--- src/rtl/seq_add_pkg.sv ---
// Shared types and constants for the byte-serial add sequencer.
// Provides the FSM state encoding, the slice width and the idx width helper.
package seq_add_pkg;

    localparam int SLICE_W = 8;

    typedef enum logic [1:0] {
        IDLE = 2'd0,
        RUN  = 2'd1,
        DONE = 2'd2
    } state_e;

    // Byte index width; a single-slice build still needs one bit.
    function automatic int idx_w(input int nbyte);
        return (nbyte <= 1) ? 1 : $clog2(nbyte);
    endfunction

endpackage

--- src/rtl/rca8_slice.sv ---
// 8-bit ripple-carry adder slice, purely combinational.
// Ports: a, b, ci in; s (8-bit sum) and co (carry out of bit 7) out.
module rca8_slice
    import seq_add_pkg::*;
(
    input  logic [SLICE_W-1:0] a,
    input  logic [SLICE_W-1:0] b,
    input  logic               ci,
    output logic [SLICE_W-1:0] s,
    output logic               co
);

    logic [SLICE_W:0] c;

    assign c[0] = ci;

    for (genvar i = 0; i < SLICE_W; i++) begin : g_fa
        assign s[i]   = a[i] ^ b[i] ^ c[i];
        assign c[i+1] = (a[i] & b[i]) | (c[i] & (a[i] ^ b[i]));
    end

    assign co = c[SLICE_W];

endmodule

--- src/rtl/seq_add_ctrl.sv ---
// Byte-serial wide adder: one rca8_slice reused over NBYTE cycles, with
// valid/ready operand input and result output. Optional macro SEQ_ADD_SUB_EN
// adds port op (1 = subtract). Ports: clk, rst (sync, active high),
// in_valid/in_ready, a, b, ci, [op], out_valid/out_ready, s, co, busy.
module seq_add_ctrl
    import seq_add_pkg::*;
#(
    parameter  int NBYTE = 4,
    localparam int W     = SLICE_W * NBYTE
) (
    input  logic         clk,
    input  logic         rst,
    input  logic         in_valid,
    output logic         in_ready,
    input  logic [W-1:0] a,
    input  logic [W-1:0] b,
    input  logic         ci,
`ifdef SEQ_ADD_SUB_EN
    input  logic         op,
`endif
    output logic         out_valid,
    input  logic         out_ready,
    output logic [W-1:0] s,
    output logic         co,
    output logic         busy
);

    localparam int IW = idx_w(NBYTE);
    localparam logic [IW-1:0] LAST = IW'(NBYTE - 1);

    typedef logic [NBYTE-1:0][SLICE_W-1:0] word_t;

    state_e        state_q, state_d;
    logic [IW-1:0] idx_q, idx_d;
    word_t         a_q, a_d;
    word_t         b_q, b_d;
    word_t         s_q, s_d;
    logic          carry_q, carry_d;
    logic          co_q, co_d;
`ifdef SEQ_ADD_SUB_EN
    logic          op_q, op_d;
`endif

    logic [SLICE_W-1:0] sl_a, sl_b, sl_s;
    logic               sl_co;

    assign sl_a = a_q[idx_q];
`ifdef SEQ_ADD_SUB_EN
    // Subtract as a + ~b + 1; the +1 comes from carry_q seeded at accept.
    assign sl_b = op_q ? ~b_q[idx_q] : b_q[idx_q];
`else
    assign sl_b = b_q[idx_q];
`endif

    rca8_slice u_slice (
        .a  (sl_a),
        .b  (sl_b),
        .ci (carry_q),
        .s  (sl_s),
        .co (sl_co)
    );

    always_comb begin
        state_d = state_q;
        idx_d   = idx_q;
        a_d     = a_q;
        b_d     = b_q;
        s_d     = s_q;
        carry_d = carry_q;
        co_d    = co_q;
`ifdef SEQ_ADD_SUB_EN
        op_d    = op_q;
`endif
        unique case (state_q)
            IDLE: begin
                if (in_valid) begin
                    a_d     = a;
                    b_d     = b;
                    s_d     = '0;
                    co_d    = 1'b0;
                    idx_d   = '0;
`ifdef SEQ_ADD_SUB_EN
                    op_d    = op;
                    carry_d = op ? 1'b1 : ci;
`else
                    carry_d = ci;
`endif
                    state_d = RUN;
                end
            end
            RUN: begin
                s_d[idx_q] = sl_s;
                carry_d    = sl_co;
                if (idx_q == LAST) begin
                    co_d    = sl_co;
                    idx_d   = '0;
                    state_d = DONE;
                end else begin
                    idx_d = idx_q + 1'b1;
                end
            end
            DONE: begin
                if (out_ready) state_d = IDLE;
            end
            default: state_d = IDLE;
        endcase
    end

    always_ff @(posedge clk) begin
        if (rst) begin
            state_q <= IDLE;
            idx_q   <= '0;
            a_q     <= '0;
            b_q     <= '0;
            s_q     <= '0;
            carry_q <= 1'b0;
            co_q    <= 1'b0;
`ifdef SEQ_ADD_SUB_EN
            op_q    <= 1'b0;
`endif
        end else begin
            state_q <= state_d;
            idx_q   <= idx_d;
            a_q     <= a_d;
            b_q     <= b_d;
            s_q     <= s_d;
            carry_q <= carry_d;
            co_q    <= co_d;
`ifdef SEQ_ADD_SUB_EN
            op_q    <= op_d;
`endif
        end
    end

    assign in_ready  = (state_q == IDLE);
    assign out_valid = (state_q == DONE);
    assign busy      = (state_q != IDLE);
    assign s         = s_q;
    assign co        = co_q;

endmodule

--- config.mk ---
export PLATFORM = sky130hd
export DESIGN_NAME = seq_add_ctrl
export DESIGN_NICKNAME = d
export VERILOG_FILES = /design/src/rtl/seq_add_pkg.sv /design/src/rtl/rca8_slice.sv /design/src/rtl/seq_add_ctrl.sv
export SDC_FILE = /design/constraint.sdc
export NUM_CORES = 1
export LEC_CHECK = 0
export ABC_AREA = 0
export ABC_CLOCK_PERIOD_IN_PS = 5850
export BUFFER_PORTS_ARGS = -buffer_cell sky130_fd_sc_hd__buf_2
export CAP_MARGIN = 25
export CORE_ASPECT_RATIO = 1.25
export CORE_MARGIN = 2
export CORE_UTILIZATION = 53
export CTS_CLUSTER_DIAMETER = 150
export CTS_CLUSTER_SIZE = 30
export DETAILED_ROUTE_END_ITERATION = 12
export PLACE_DENSITY = 0.79
export SYNTH_ARGS = -nofsm -noshare
export SYNTH_HDL_FRONTEND = slang
export SYNTH_HIERARCHICAL = 1
export SYNTH_SLANG_ARGS = --single-unit
--- constraint.sdc ---
create_clock -name clk -period 5.85 [get_ports clk]
set_clock_uncertainty 0.15 [all_clocks]
set_input_delay 0.585 -clock clk [delete_from_list [all_inputs] [get_ports clk]]
set_output_delay 0.585 -clock clk [all_outputs]
set_load 0.02 [all_outputs]
Word level (Yosys, flattened, before mapping)
Cells that the tools add are included.
{"block": "totals", "ff_bits": 102, "input_bits": 69, "out_inout_bits": 36, "wordCells": 94}
{"block": "op_classes", "add_sub_neg": 1, "magnitude_cmp": 2, "eq_ne": 6, "n_mux": 21, "bitwise": 40, "reduce_logical": 8}
{"op": "$pmux 32 s2", "n": 1}
{"op": "$bmux 8 s2", "n": 2}
{"op": "$bwmux 32", "n": 1}
{"op": "$mux 32", "n": 1}
{"op": "$mux 8", "n": 3}
{"op": "$and 1x1->1", "n": 16}
{"op": "$demux 8 s2", "n": 1}
{"op": "$xor 1x1->1", "n": 16}
{"op": "$mux 2", "n": 5}
{"op": "$or 1x1->1", "n": 8}
{"op": "$pmux 2 s3", "n": 1}
{"op": "$reduce_and 3->1", "n": 2}
{"op": "$eq 2x2->1 const B", "n": 2}
{"op": "$ne 2x2->1 const B", "n": 2}
{"op": "$pmux 1 s2", "n": 2}
{"op": "$pmux 2 s2", "n": 1}
{"op": "$reduce_and 2->1", "n": 2}
{"op": "$reduce_bool 2->1", "n": 2}
{"op": "$lt 2x3->1 const B", "n": 1}
{"op": "$mux 1", "n": 3}
{"op": "$add 2x1->2 const B", "n": 1}
{"op": "$eq 2x1->1 const B", "n": 1}
{"op": "$ge 2x1->1 const B", "n": 1}
{"op": "$logic_not 2->1", "n": 1}
{"op": "other kinds (2)", "n": 2}

Longest topological paths before layout
Gate-level depths: netlist of the first run.
{"block": "depth", "ltp_word": 21, "depth_mapped": 17, "mapped_depth_nobuf": 15}

Modules after synthesis
Netlist of the first run, hierarchy kept.
{"module": "seq_add_ctrl", "n_inst": 1, "cells_per_inst": 466, "area_per_inst_um2": 4139.0, "seq_area_each_um2": 2042.0}
{"module": "rca8_slice", "n_inst": 1, "cells_per_inst": 18, "area_per_inst_um2": 197.7, "seq_area_each_um2": 0.0}

Least setup slack after synthesis of the first run
No wires, ideal clock.
{"block": "synth_path", "path_kind": "reg-to-reg", "startpoint": "reg idx_q[0]", "endpoint": "reg s_q, in the netlist s[31]", "setup_time_ns": 0.070, "arrival_time_ns": 4.464, "t_required_ns": 5.630, "setup_slack_ns": 1.166, "stages_incl_launch_ff": 17, "n_path_buf": 1, "period_less_slack_ns": 4.684, "path_cell_list": "dfxtp_1 buf_2 mux4_2 fa_1 inv_1 fa_1 inv_1 fa_1 fa_1 fa_1 fa_1 fa_1 inv_1 fa_1 inv_1 nand4_1 a21oi_1"}
{"block": "synth_between", "elab_chain_len": 20, "elab_cells_between_ends": 41, "cone_classes": "order compare: 2; mux: 8; bitwise: 30; reduce/logical: 1"}
{"item": "from (decl)", "line": "seq_add_ctrl.sv:34", "source": "logic [IW-1:0] idx_q, idx_d;"}
{"item": "from (signal assigned)", "line": "seq_add_ctrl.sv:123", "source": "idx_q <= idx_d;"}
{"item": "$bmux 8 s2 (*)", "line": "seq_add_ctrl.sv:47", "source": "assign sl_a = a_q[idx_q];"}
{"item": "$mux 8 (not written as such) (*)", "line": "seq_add_ctrl.sv:47"}
{"item": "net sl_a[0]", "line": "seq_add_ctrl.sv:44", "source": "logic [SLICE_W-1:0] sl_a, sl_b, sl_s;"}
{"item": "$xor 1x1->1", "line": "rca8_slice.sv:19", "source": "assign c[i+1] = (a[i] & b[i]) | (c[i] & (a[i] ^ b[i]));"}
{"item": "$and 1x1->1", "line": "rca8_slice.sv:19"}
{"item": "$or 1x1->1 (*)", "line": "rca8_slice.sv:19"}
{"item": "$and 1x1->1 (*)", "line": "rca8_slice.sv:19"}
{"item": "$or 1x1->1 (*)", "line": "rca8_slice.sv:19"}
{"item": "(+6 left out)"}
{"item": "$and 1x1->1 (*)", "line": "rca8_slice.sv:19"}
{"item": "$or 1x1->1 (*)", "line": "rca8_slice.sv:19"}
{"item": "$and 1x1->1 (*)", "line": "rca8_slice.sv:19"}
{"item": "$or 1x1->1 (*)", "line": "rca8_slice.sv:19"}
{"item": "$xor 1x1->1 (*)", "line": "rca8_slice.sv:18", "source": "assign s[i] = a[i] ^ b[i] ^ c[i];"}
{"item": "net sl_s[7]", "line": "seq_add_ctrl.sv:44"}
{"item": "$bwmux 32 (*)", "line": "seq_add_ctrl.sv:92", "source": "s_d[idx_q] = sl_s;"}
{"item": "$pmux 32 s2 (*)", "line": "seq_add_ctrl.sv:74", "source": "unique case (state_q)"}
{"item": "to (signal assigned)", "line": "seq_add_ctrl.sv:115", "source": "s_q <= '0;"}
{"item": "to (signal assigned)", "line": "seq_add_ctrl.sv:126", "source": "s_q <= s_d;"}
{"item": "to (decl)", "line": "seq_add_ctrl.sv:37", "source": "word_t s_q, s_d;"}
Mark *: on every way through the listed nets, which the timed path passes. The rest lies on a longest branch. The select of a mux whose other input is x is not followed.
A chain may end at the register's enable or synchronous reset.

Final worst setup path of the first run
Same ends and word-level chain as after synthesis.

==> impl_metrics.csv, run 1 <==
group,metric,value,unit
setup_path,cp_slowest_cell,"mux4_2",
detailed_routing,vias,3625,
grt,grt_max_degree,111,
clocking,ctsHoldBuffers,0,
sta,period_share,80.8,%
setup_path,critPathMaxFanout,7,
sta,fin_ws,1120,ps
cells_and_area,nets,651,
flow_run,drv_cap,0,
logic_synthesis,synth_enable_flop_cells,0,
place,place.port_buffers,104,
power_and_ir_drop,p_int,1.05,mW
clocking,cts_made_buffers,9,
cells_and_area,fill_cells,677,
place,dp_hpwl,7030,um
grt,grt_pass1_vias,3366,
setup_path,r2r_slack,1120,ps
setup_path,path_cells,"buf_4, mux4_2, fa_1, inv_1, fa_1, inv_1, fa_1, fa_1, fa_1, fa_1, fa_1, inv_1, fa_1, inv_1, nand4_1, a21oi_1",
setup_path,slowest_delay,530,ps
grt,grt-ovfl-total,0,
logic_synthesis,synth-seq-cells,102,
die,io_pins,105,
detailed_routing,wl_per_cell,14.5,um
clocking,clkSinkCount,102,
clocking,cts-resized-gates,0,
sta,finalHoldViolCount,0,
setup_path,start_kind,"flop",
die,die_x,84.9,um
setup_path,critPathKind,"reg -> reg",
min_path,hp-class,"in -> reg",
logic_synthesis,synth-async-reset-ratio,0,%
logic_synthesis,yosysSeqAreaShare,47.1,%
setup_path,crit_path_end,"s[31]",
power_and_ir_drop,power_frac_comb,13.0,%
cells_and_area,drive_above_1_share,25.1,%
detailed_routing,drc,0,
logic_synthesis,ys_top_cells_by_count,"130 x nand2_1, 102 x dfxtp_1, 74 x a21oi_1",
run_status,status,"finished clean",
grt,track_usage,22.3,%
logic_synthesis,syn-num-nets,566,
logic_synthesis,synth.avg_cell_area,8.96,um^2
sta,grt_setup_unrepaired,"no",
sta,slew_viol_final,0,
detailed_routing,drtPass1Iterations,5,
power_and_ir_drop,swShare,25.4,%
cells_and_area,area.growth.synth_to_final,16.8,%
die,core_area,7880,um^2
clocking,clk_path_buf_depth,2,
logic_synthesis,synth_top_area_share,47.1,%
logic_synthesis,synth_area_leader_cell,"dfxtp_1",
setup_path,crit_top_cell,"fa_1",
detailed_routing,drt-total-wl,9690,um
detailed_routing,first_iter_violations,194,
setup_path,ff2ff_path_depth,16,
logic_synthesis,ys_top_cells_by_area,"dfxtp_1 47%, nand2_1 11%, a21oi_1 8.5%",
cells_and_area,seq_area,2040,um^2
die,fp.dieArea,8930,um^2
clocking,cts_tree,"done",
detailed_routing,vias_per_cell,5.43,
clocking,htree_levels,3,
clocking,clk_latency,370,ps
cells_and_area,instances_no_fill,668,
power_and_ir_drop,clock_power_share,34.1,%
cells_and_area,design_area,5060,um^2
grt,antenna_found_initial,0,
place,placed_cell_area,4850,um^2
clocking,clk_pin_slew,90,ps
setup_path,required,5990,ps
sta,setup_viol,0,
place,dp_cells,653,
die,initial_core_util,55.0,%
power_and_ir_drop,p_seq_share,52.9,%
detailed_routing,drtAntennaViolNets,0,
place,pre_cts_ws,1100,ps
sta,period_minus_slack,4730,ps
sta,tightest_slew,1050,ps
die,row_count,36,
place,place_congestion,0.857,
sta,relSlewSlack,30.2,%
cells_and_area,num_antenna_cells,0,
logic_synthesis,ys.flop_type,"dfxtp_1",
setup_path,cp.arrival,4870,ps
power_and_ir_drop,power.total,1.41,mW
clocking,post_cts_buffers,0,
sta,tns,0,ps
logic_synthesis,yosysMostFrequentCell,"nand2_1",
die,dieHeight,105,um
setup_path,r2r-start,"idx_q[0]",
setup_path,r2r-end,"s[31]",
grt,grt_pass1_wl,15900,um
clocking,cts_root_buffer,"clkbuf_8",
logic_synthesis,synth_area,4340,um^2
power_and_ir_drop,p_sw,0.358,mW
power_and_ir_drop,p_per_area,278,nW/um^2
cells_and_area,multi_input_area,1980,um^2
power_and_ir_drop,leakage,2.07,nW
power_and_ir_drop,vdd_drop_max,218,uV
setup_path,crit_path_end_kind,"flop",
logic_synthesis,yosysUniqueCellTypes,28,
logic_synthesis,yosysWarnings,6,
sta,clock.fmax,212,MHz
logic_synthesis,syn_inst,484,
setup_path,crit_start,"idx_q[0]",
flip-flops by register name, summed over array words and instances (netlist names):
signal / flops
carry_q: 1
state_q: 2
s: 32
idx_q: 2
a_q: 32
co: 1
b_q: 32
through the flow:
| step | hold WS [ps] | util (%) |
|---|---|---|
| 2_1_floorplan | 283 | - |
| 3_3_place_gp | 290 | 61.5 |
| 3_5_place_dp | 296 | 61.5 |
| 4_1_cts | 285 | 64.3 |
| 5_1_grt | 287 | 64.3 |
| 6_report | 294 | 64.3 |
how the worst min path moves through the flow:
| stage | endpoint | start | depth (start not counted) |
|---|---|---|---|
| finish | b_q[3] | b[3] | 3 |
| CTS | b_q[3] | b[3] | 3 |
| detailed placement | b_q[24] | b_q[24] | 2 |
| global route | b_q[7] | b[7] | 3 |
| floorplan | a_q[16] | a_q[16] | 2 |
| global placement | b_q[1] | b_q[1] | 2 |
routing by layer:
| metal | routed length [um] | global-route usage (%) |
|---|---|---|
| met1 | 3950 | 28.0 |
| met3 | 560 | 3.71 |
| met4 | 240 | 8.84 |
| met2 | 4940 | 37.9 |
| met5 | 0 | 0 |
kinds of logic after synthesis:
family / after synthesis / synth area share, %
simple gates: 164 / 16.2
fa+ha+maj: 13 / 5.14
mux: 18 / 8.80
compound gates: 112 / 15.3
buf+inv: 75 / 7.39
flops: 102 / 47.1
power by group through the flow:
| stage | Clock (mW) | Sequential, mW | Combinational, mW |
|---|---|---|---|
| after floorplan | 0 | 0.759 | 0.127 |
| after global placement | 0 | 0.760 | 0.179 |
| after detailed placement | 0 | 0.762 | 0.183 |
| after CTS | 0.485 | 0.745 | 0.183 |
| after global routing | 0.514 | 0.749 | 0.203 |
| final | 0.481 | 0.745 | 0.183 |
cells in the final DEF (no fill, tap or decap):
| cell | Yosys | routed |
|---|---|---|
| and3b_1 | 1 | 1 |
| mux2_2 | 1 | 1 |
| nand3b_1 | 4 | 4 |
| bufinv_16 | 0 | 2 |
| nor3b_2 | 0 | 1 |
| a221oi_1 | 1 | 1 |
| fa_1 | 8 | 8 |
| clkinv_4 | 0 | 1 |
| nor2b_1 | 1 | 1 |
| nand3_1 | 1 | 1 |
| o22ai_1 | 1 | 1 |
| o21ai_0 | 9 | 9 |
| or3b_2 | 0 | 1 |
| mux2i_1 | 1 | 1 |
| nand2_2 | 3 | 3 |
| ha_1 | 5 | 5 |
| mux4_2 | 16 | 16 |
| buf_4 | 0 | 6 |
| nor2_1 | 3 | 3 |
| o32ai_1 | 24 | 24 |
| nand2b_1 | 10 | 10 |
| a32oi_1 | 2 | 2 |
| a21oi_1 | 74 | 74 |
| inv_1 | 40 | 40 |
| clkbuf_8 | 0 | 10 |
| o21bai_1 | 1 | 1 |
| nor3b_1 | 2 | 1 |
| nand2_1 | 130 | 130 |
| buf_2 | 13 | 103 |
| dfxtp_1 | 102 | 102 |
| clkbuf_1 | 19 | 2 |
| nand4_1 | 8 | 8 |
critical path: cells and delay by family (launching register included):
family | cells | cell delay (ps)
AO/OA/AOI/OAI | 1 | 160
adder cells (fa/ha/maj) | 8 | 2910
buffers and inverters | 5 | 480
flip-flops | 1 | 340
multiplexers | 1 | 530
AND/OR/NAND/NOR | 1 | 80
layout make-up:
| class | instances | area share [%] |
|---|---|---|
| inverter | 40 | 2.96 |
| timing repair buffer | 109 | 11.1 |
| tap | 95 | 2.35 |
| clock inverter | 3 | 1.36 |
| sequential | 102 | 40.3 |
| multi-input combinational | 307 | 39.1 |
| clock buffer | 12 | 2.87 |
(Power assumes the default switching activity.)
==> run 2: changes to the inputs <==
Settings changed: ABC_AREA 0 to 1, ABC_CLOCK_PERIOD_IN_PS 5850 to 4800.
Clock period 5.85 ns to 4.8 ns, I/O delays scaled along.
==> run 2 against run 1 <==
  * Setup slack lost 820 ps
  * Critical path type unchanged
  * Global-route usage grew 2.3 points
  * Sequential share of layout area shrank 1.3 points
  * Sequential cell count is the same
  * Register-to-register slack lost 820 ps
  * Power grew 39%
  * Non-clock buffer count grew 8
==> impl_metrics.csv, run 2 <==
group,metric,value,unit
run_status,status,"finished clean",
power_and_ir_drop,leakage,2.36,nW
cells_and_area,multi_input_area,2130,um^2
flow_run,drv_cap,0,
place,dp_hpwl,7690,um
logic_synthesis,ys_top_cells_by_count,"190 x nor2_1, 102 x dfxtp_1, 98 x o21ai_0",
logic_synthesis,synth-seq-cells,102,
power_and_ir_drop,power.total,1.96,mW
power_and_ir_drop,power_frac_comb,21.1,%
cells_and_area,instances_no_fill,791,
place,dp_cells,769,
cells_and_area,final_cell_mix,"190 x nor2_1, 104 x buf_2, 100 x dfxtp_1",
setup_path,critPathKind,"reg -> reg",
grt,antenna_found_initial,0,
sta,slew_viol_final,0,
setup_path,critPathMaxFanout,7,
place,place.port_buffers,104,
setup_path,start_kind,"flop",
setup_path,crit_path_end_kind,"flop",
logic_synthesis,ys_top_cells_by_area,"dfxtp_1 46%, nor2_1 16%, o21ai_0 11%",
cells_and_area,nets,771,
clocking,clk_pin_slew,100,ps
die,dieHeight,107,um
min_path,hp-start,"a[20]",
grt,grt_pass1_wl,17900,um
detailed_routing,wl_per_cell,13.8,um
detailed_routing,drtPass1Iterations,6,
logic_synthesis,synth_area_leader_cell,"dfxtp_1",
logic_synthesis,synth_enable_flop_cells,0,
clocking,htree_levels,3,
sta,tightest_slew,928,ps
setup_path,cp.arrival,4660,ps
power_and_ir_drop,p_sw,0.591,mW
logic_synthesis,ys.flop_type,"dfxtp_1",
cells_and_area,seq_area,2050,um^2
grt,track_usage,24.6,%
power_and_ir_drop,vdd_drop_max,186,uV
logic_synthesis,yosysMostFrequentCell,"nor2_1",
logic_synthesis,synth.avg_cell_area,7.46,um^2
logic_synthesis,synth_area,4470,um^2
cells_and_area,layout_commonest_cell,"nor2_1",
logic_synthesis,yosysWarnings,6,
detailed_routing,vias_per_cell,5.39,
logic_synthesis,synth_top_area_share,45.7,%
setup_path,required,4970,ps
sta,hold_slack,200,ps
sta,relSlewSlack,38.2,%
place,place_congestion,0.877,
logic_synthesis,yosysUniqueCellTypes,25,
setup_path,r2r-start,"idx_q[0]",
power_and_ir_drop,clock_power_share,30.5,%
die,die_x,86.1,um
logic_synthesis,syn-num-nets,681,
cells_and_area,fill_cells,735,
sta,fin_ws,302,ps
logic_synthesis,synth-async-reset-ratio,0,%
detailed_routing,vias,4262,
grt,grt_pass1_vias,3859,
cells_and_area,area.growth.synth_to_final,17.3,%
logic_synthesis,syn_inst,599,
cells_and_area,drive_above_1_share,22.2,%
die,row_count,37,
power_and_ir_drop,p_per_area,374,nW/um^2
cells_and_area,design_area,5240,um^2
power_and_ir_drop,p_seq_share,48.4,%
place,pre_cts_ws,-79.5,ps
min_path,hp-class,"in -> reg",
cells_and_area,num_antenna_cells,0,
detailed_routing,first_iter_violations,262,
clocking,cts_made_buffers,9,
die,io_pins,105,
detailed_routing,drtAntennaViolNets,0,
die,fp.dieArea,9190,um^2
power_and_ir_drop,p_int,1.37,mW
place,placed_cell_area,4940,um^2
detailed_routing,drt-total-wl,10900,um
sta,clock.fmax,222,MHz
setup_path,crit_start,"idx_q[0]",
clocking,cts_root_buffer,"clkbuf_8",
die,initial_core_util,54.5,%
detailed_routing,drc,0,
clocking,clk_latency,380,ps
sta,finalHoldViolCount,0,
logic_synthesis,yosysSeqAreaShare,45.7,%
sta,period_share,93.7,%
grt,grt-ovfl-total,0,
clocking,cts_tree,"done",
grt,grt_max_degree,99,
power_and_ir_drop,swShare,30.2,%
clocking,clkSinkCount,102,
sta,period_minus_slack,4500,ps
sta,setup_viol,0,
clocking,clk_path_buf_depth,2,
die,core_area,8190,um^2
## run 2: changes by cell type in the layout (fill, tap and decap cells not counted), sizes merged, moves of 24 or more
cell	change
o32ai	-24
nor2	+188
nand2	-82
nand3	+29
o21ai	+89
a21oi	-48
## run 2: cell families after synthesis
logic type	after synthesis	share of synthesized area, %
simple gates	282	26.1
compound gates	141	16.3
buf+inv	61	6.91
fa+ha+maj	13	4.98
flops	102	45.7
## run 2: layout make-up
| type | count | share of cell area, % |
|---|---|---|
| Clock buffer | 11 | 2.70 |
| Inverter | 23 | 1.79 |
| Timing Repair Buffer | 117 | 12.0 |
| Clock inverter | 5 | 1.55 |
| Multi-Input combinational cell | 436 | 40.6 |
| Tap cell | 97 | 2.32 |
| Sequential cell | 102 | 39.0 |
## run 2: final timing paths
kind,end,slack (ps),cells after the start
worst max register to register,s[31],300,19
worst max-delay path,s[31],300,19
worst min-delay path,a_q[20],200,3
worst min register to register,s[2],330,2
## run 2: timing repair
item                                    in CTS  in global routing
resized for setup                            1                  9
pin swaps                                    0                  0
buffers inserted                             0                  5
endpoints found under the setup margin       1                  4
hold buffers                                 0                  0
## run 2: metal layers
metal  vias up  track usage, %  part of all wire (%)
met3        25            3.08                   5.2
met2       144            41.0                    50
met1      1957            31.5                    43
met5         -               0                     0
li1       2136               -                     -
met4         0            11.6                   2.5
## run 2: worst max-delay path, stage by stage, from the launching register on
cell and delay, ps:
dfxtp_4 400, clkinvlp_4 150, o21ai_1 170, o22ai_1 110
fa_1 420, inv_1 80, fa_1 160, inv_1 50
fa_1 370, fa_2 350, fa_2 340, fa_1 390
fa_1 370, inv_1 80, fa_1 420, inv_2 100
nand4_1 90, nand2_1 100, nand2_1 50, nor2_1 100
## run 2: per-stage QoR
step / utilization [%] / setup TNS [ps]
after floorplan: - / 0
after global placement: 60.3 / 0
after detailed placement: 60.3 / -79.5
after CTS: 63.1 / 0
after global routing: 64.0 / -1.91
final: 64.0 / 0
## run 2: power by group through the flow
stage / logic (mW) / registers (mW) / clock network (mW)
global placement: 0.383 / 0.967 / 0
finish: 0.414 / 0.949 / 0.597
global route: 0.461 / 0.956 / 0.636
floorplan: 0.257 / 0.974 / 0
detailed placement: 0.396 / 0.969 / 0
CTS: 0.396 / 0.950 / 0.605
==> run 3: changes to the inputs <==
Settings changed: SETUP_SLACK_MARGIN from default to 0.4.
==> run 3 against run 2 <==
  * Combinational power rose by 4%
  * Sequential share of layout area is 0.59 points lower
  * Fmax grew 5.0%
  * Cell count is 0.51% higher
  * Global-route usage grew 0.87 points
  * First-iteration DRC count fell by 9.9%
  * Via count fell by 1.2%
  * Sequential cell count is the same
  * Die area is the same
  * Largest cell class unchanged
  * Highest routed layer unchanged
==> impl_metrics.csv, run 3 (synthesized netlist as in run 2, its figures left out) <==
group,metric,value,unit
sta,slew_viol_final,0,
power_and_ir_drop,p_per_area,372,nW/um^2
cells_and_area,drive_above_1_share,24.9,%
detailed_routing,first_iter_violations,236,
clocking,clk_path_buf_depth,2,
clocking,cts_root_buffer,"clkbuf_8",
grt,grt_pass1_vias,4010,
power_and_ir_drop,vdd_drop_max,160,uV
sta,tightest_slew,914,ps
clocking,cts_tree,"done",
grt,grt-ovfl-total,0,
min_path,hp-class,"in -> reg",
place,place.port_buffers,104,
detailed_routing,wl_per_cell,13.9,um
clocking,clk_latency,380,ps
cells_and_area,final_cell_mix,"188 x nor2_1, 104 x buf_2, 100 x dfxtp_1",
clocking,cts_made_buffers,9,
clocking,clk_pin_slew,90,ps
cells_and_area,nets,775,
cells_and_area,instances_no_fill,795,
sta,period_minus_slack,4280,ps
run_status,status,"finished clean",
die,core_area,8190,um^2
clocking,htree_levels,3,
sta,setup_viol,0,
setup_path,critPathMaxFanout,7,
power_and_ir_drop,power.total,1.98,mW
sta,tns,0,ps
grt,grt_max_degree,89,
place,place_congestion,0.943,
sta,clock.fmax,233,MHz
die,initial_core_util,54.5,%
die,io_pins,105,
setup_path,critPathKind,"reg -> reg",
cells_and_area,layout_commonest_cell,"nor2_1",
clocking,ctsHoldBuffers,0,
grt,grt_pass1_wl,18400,um
setup_path,cp.arrival,4460,ps
die,die_x,86.1,um
die,dieHeight,107,um
die,fp.dieArea,9190,um^2
detailed_routing,drtPass1Iterations,4,
flow_run,drv_cap,0,
cells_and_area,num_antenna_cells,0,
sta,grt_setup_unrepaired,"yes",
place,placed_cell_area,4950,um^2
place,dp_cells,769,
cells_and_area,design_area,5330,um^2
detailed_routing,drc,0,
sta,period_share,89.2,%
power_and_ir_drop,leakage,2.37,nW
detailed_routing,vias_per_cell,5.30,
cells_and_area,area.growth.synth_to_final,19.3,%
sta,hold_slack,192,ps
sta,relSlewSlack,39.0,%
setup_path,start_kind,"flop",
place,dp_hpwl,7810,um
sta,finalHoldViolCount,0,
clocking,clkSinkCount,102,
detailed_routing,drtAntennaViolNets,0,
setup_path,required,4970,ps
detailed_routing,vias,4210,
detailed_routing,drt-total-wl,11100,um
die,row_count,37,
grt,track_usage,25.5,%
setup_path,crit_path_end_kind,"flop",
grt,antenna_found_initial,0,
run 3: layout make-up:
cell class                 instances  area [um^2]
sequential                       102         2050
tap                               97          121
clock inverter                     5         82.6
fill                             740         2860
inverter                          23         97.6
timing repair buffer             121          668
clock buffer                      11          141
multi-input combinational        436         2170
run 3: repair_timing:
| action | CTS | global route |
|---|---|---|
| hold endpoints to repair | 0 | 0 |
| resized for setup | 11 | 19 |
| pin swaps | 2 | 4 |
| endpoints found under the setup margin | 5 | 4 |
| setup buffers | 6 | 3 |
run 3: layer usage:
| layer | wire [um] | track usage [%] | part of all wire [%] |
|---|---|---|---|
| met1 | 4740 | 32.5 | 43 |
| met2 | 5410 | 41.9 | 49 |
| met3 | 594 | 3.08 | 5.4 |
| met4 | 323 | 13.5 | 2.9 |
| met5 | 0 | 0 | 0 |
run 3: final timing paths:
check	from	slack [ps]	endpoint	cells after the start
max	idx_q[0]	520	s[31]	19
min	a[10]	190	a_q[10]	3
max reg2reg	idx_q[0]	520	s[31]	19
min reg2reg	s[3]	330	s[3]	2
run 3: where the power goes:
| group | switching [mW] | total (mW) | internal, mW |
|---|---|---|---|
| Combinational | 0.265 | 0.429 | 0.164 |
| Clock | 0.295 | 0.602 | 0.308 |
| Sequential | 0.0421 | 0.951 | 0.909 |
| Total | 0.602 | 1.98 | 1.38 |
run 3: stage by stage:
stage / worst slack [ps] / util (%)
2_1_floorplan: 401 / -
3_3_place_gp: 178 / 60.4
4_1_cts: 413 / 63.9
6_report: 517 / 65.0
5_1_grt: 353 / 65.0
3_5_place_dp: 62.6 / 60.4
run 3: worst max-delay path, cell delays in order (launching register included):
cell        delay, ps
dfxtp_4           380
clkinvlp_4        160
o21ai_2           160
o22ai_2            90
fa_2              390
inv_2              70
fa_2              170
inv_1              50
fa_2              330
fa_2              350
fa_2              340
fa_2              340
fa_2              340
inv_2              60
fa_1              410
inv_2              80
nand4_1            90
nand2_1           100
nand2_1            50
nor2_1            110
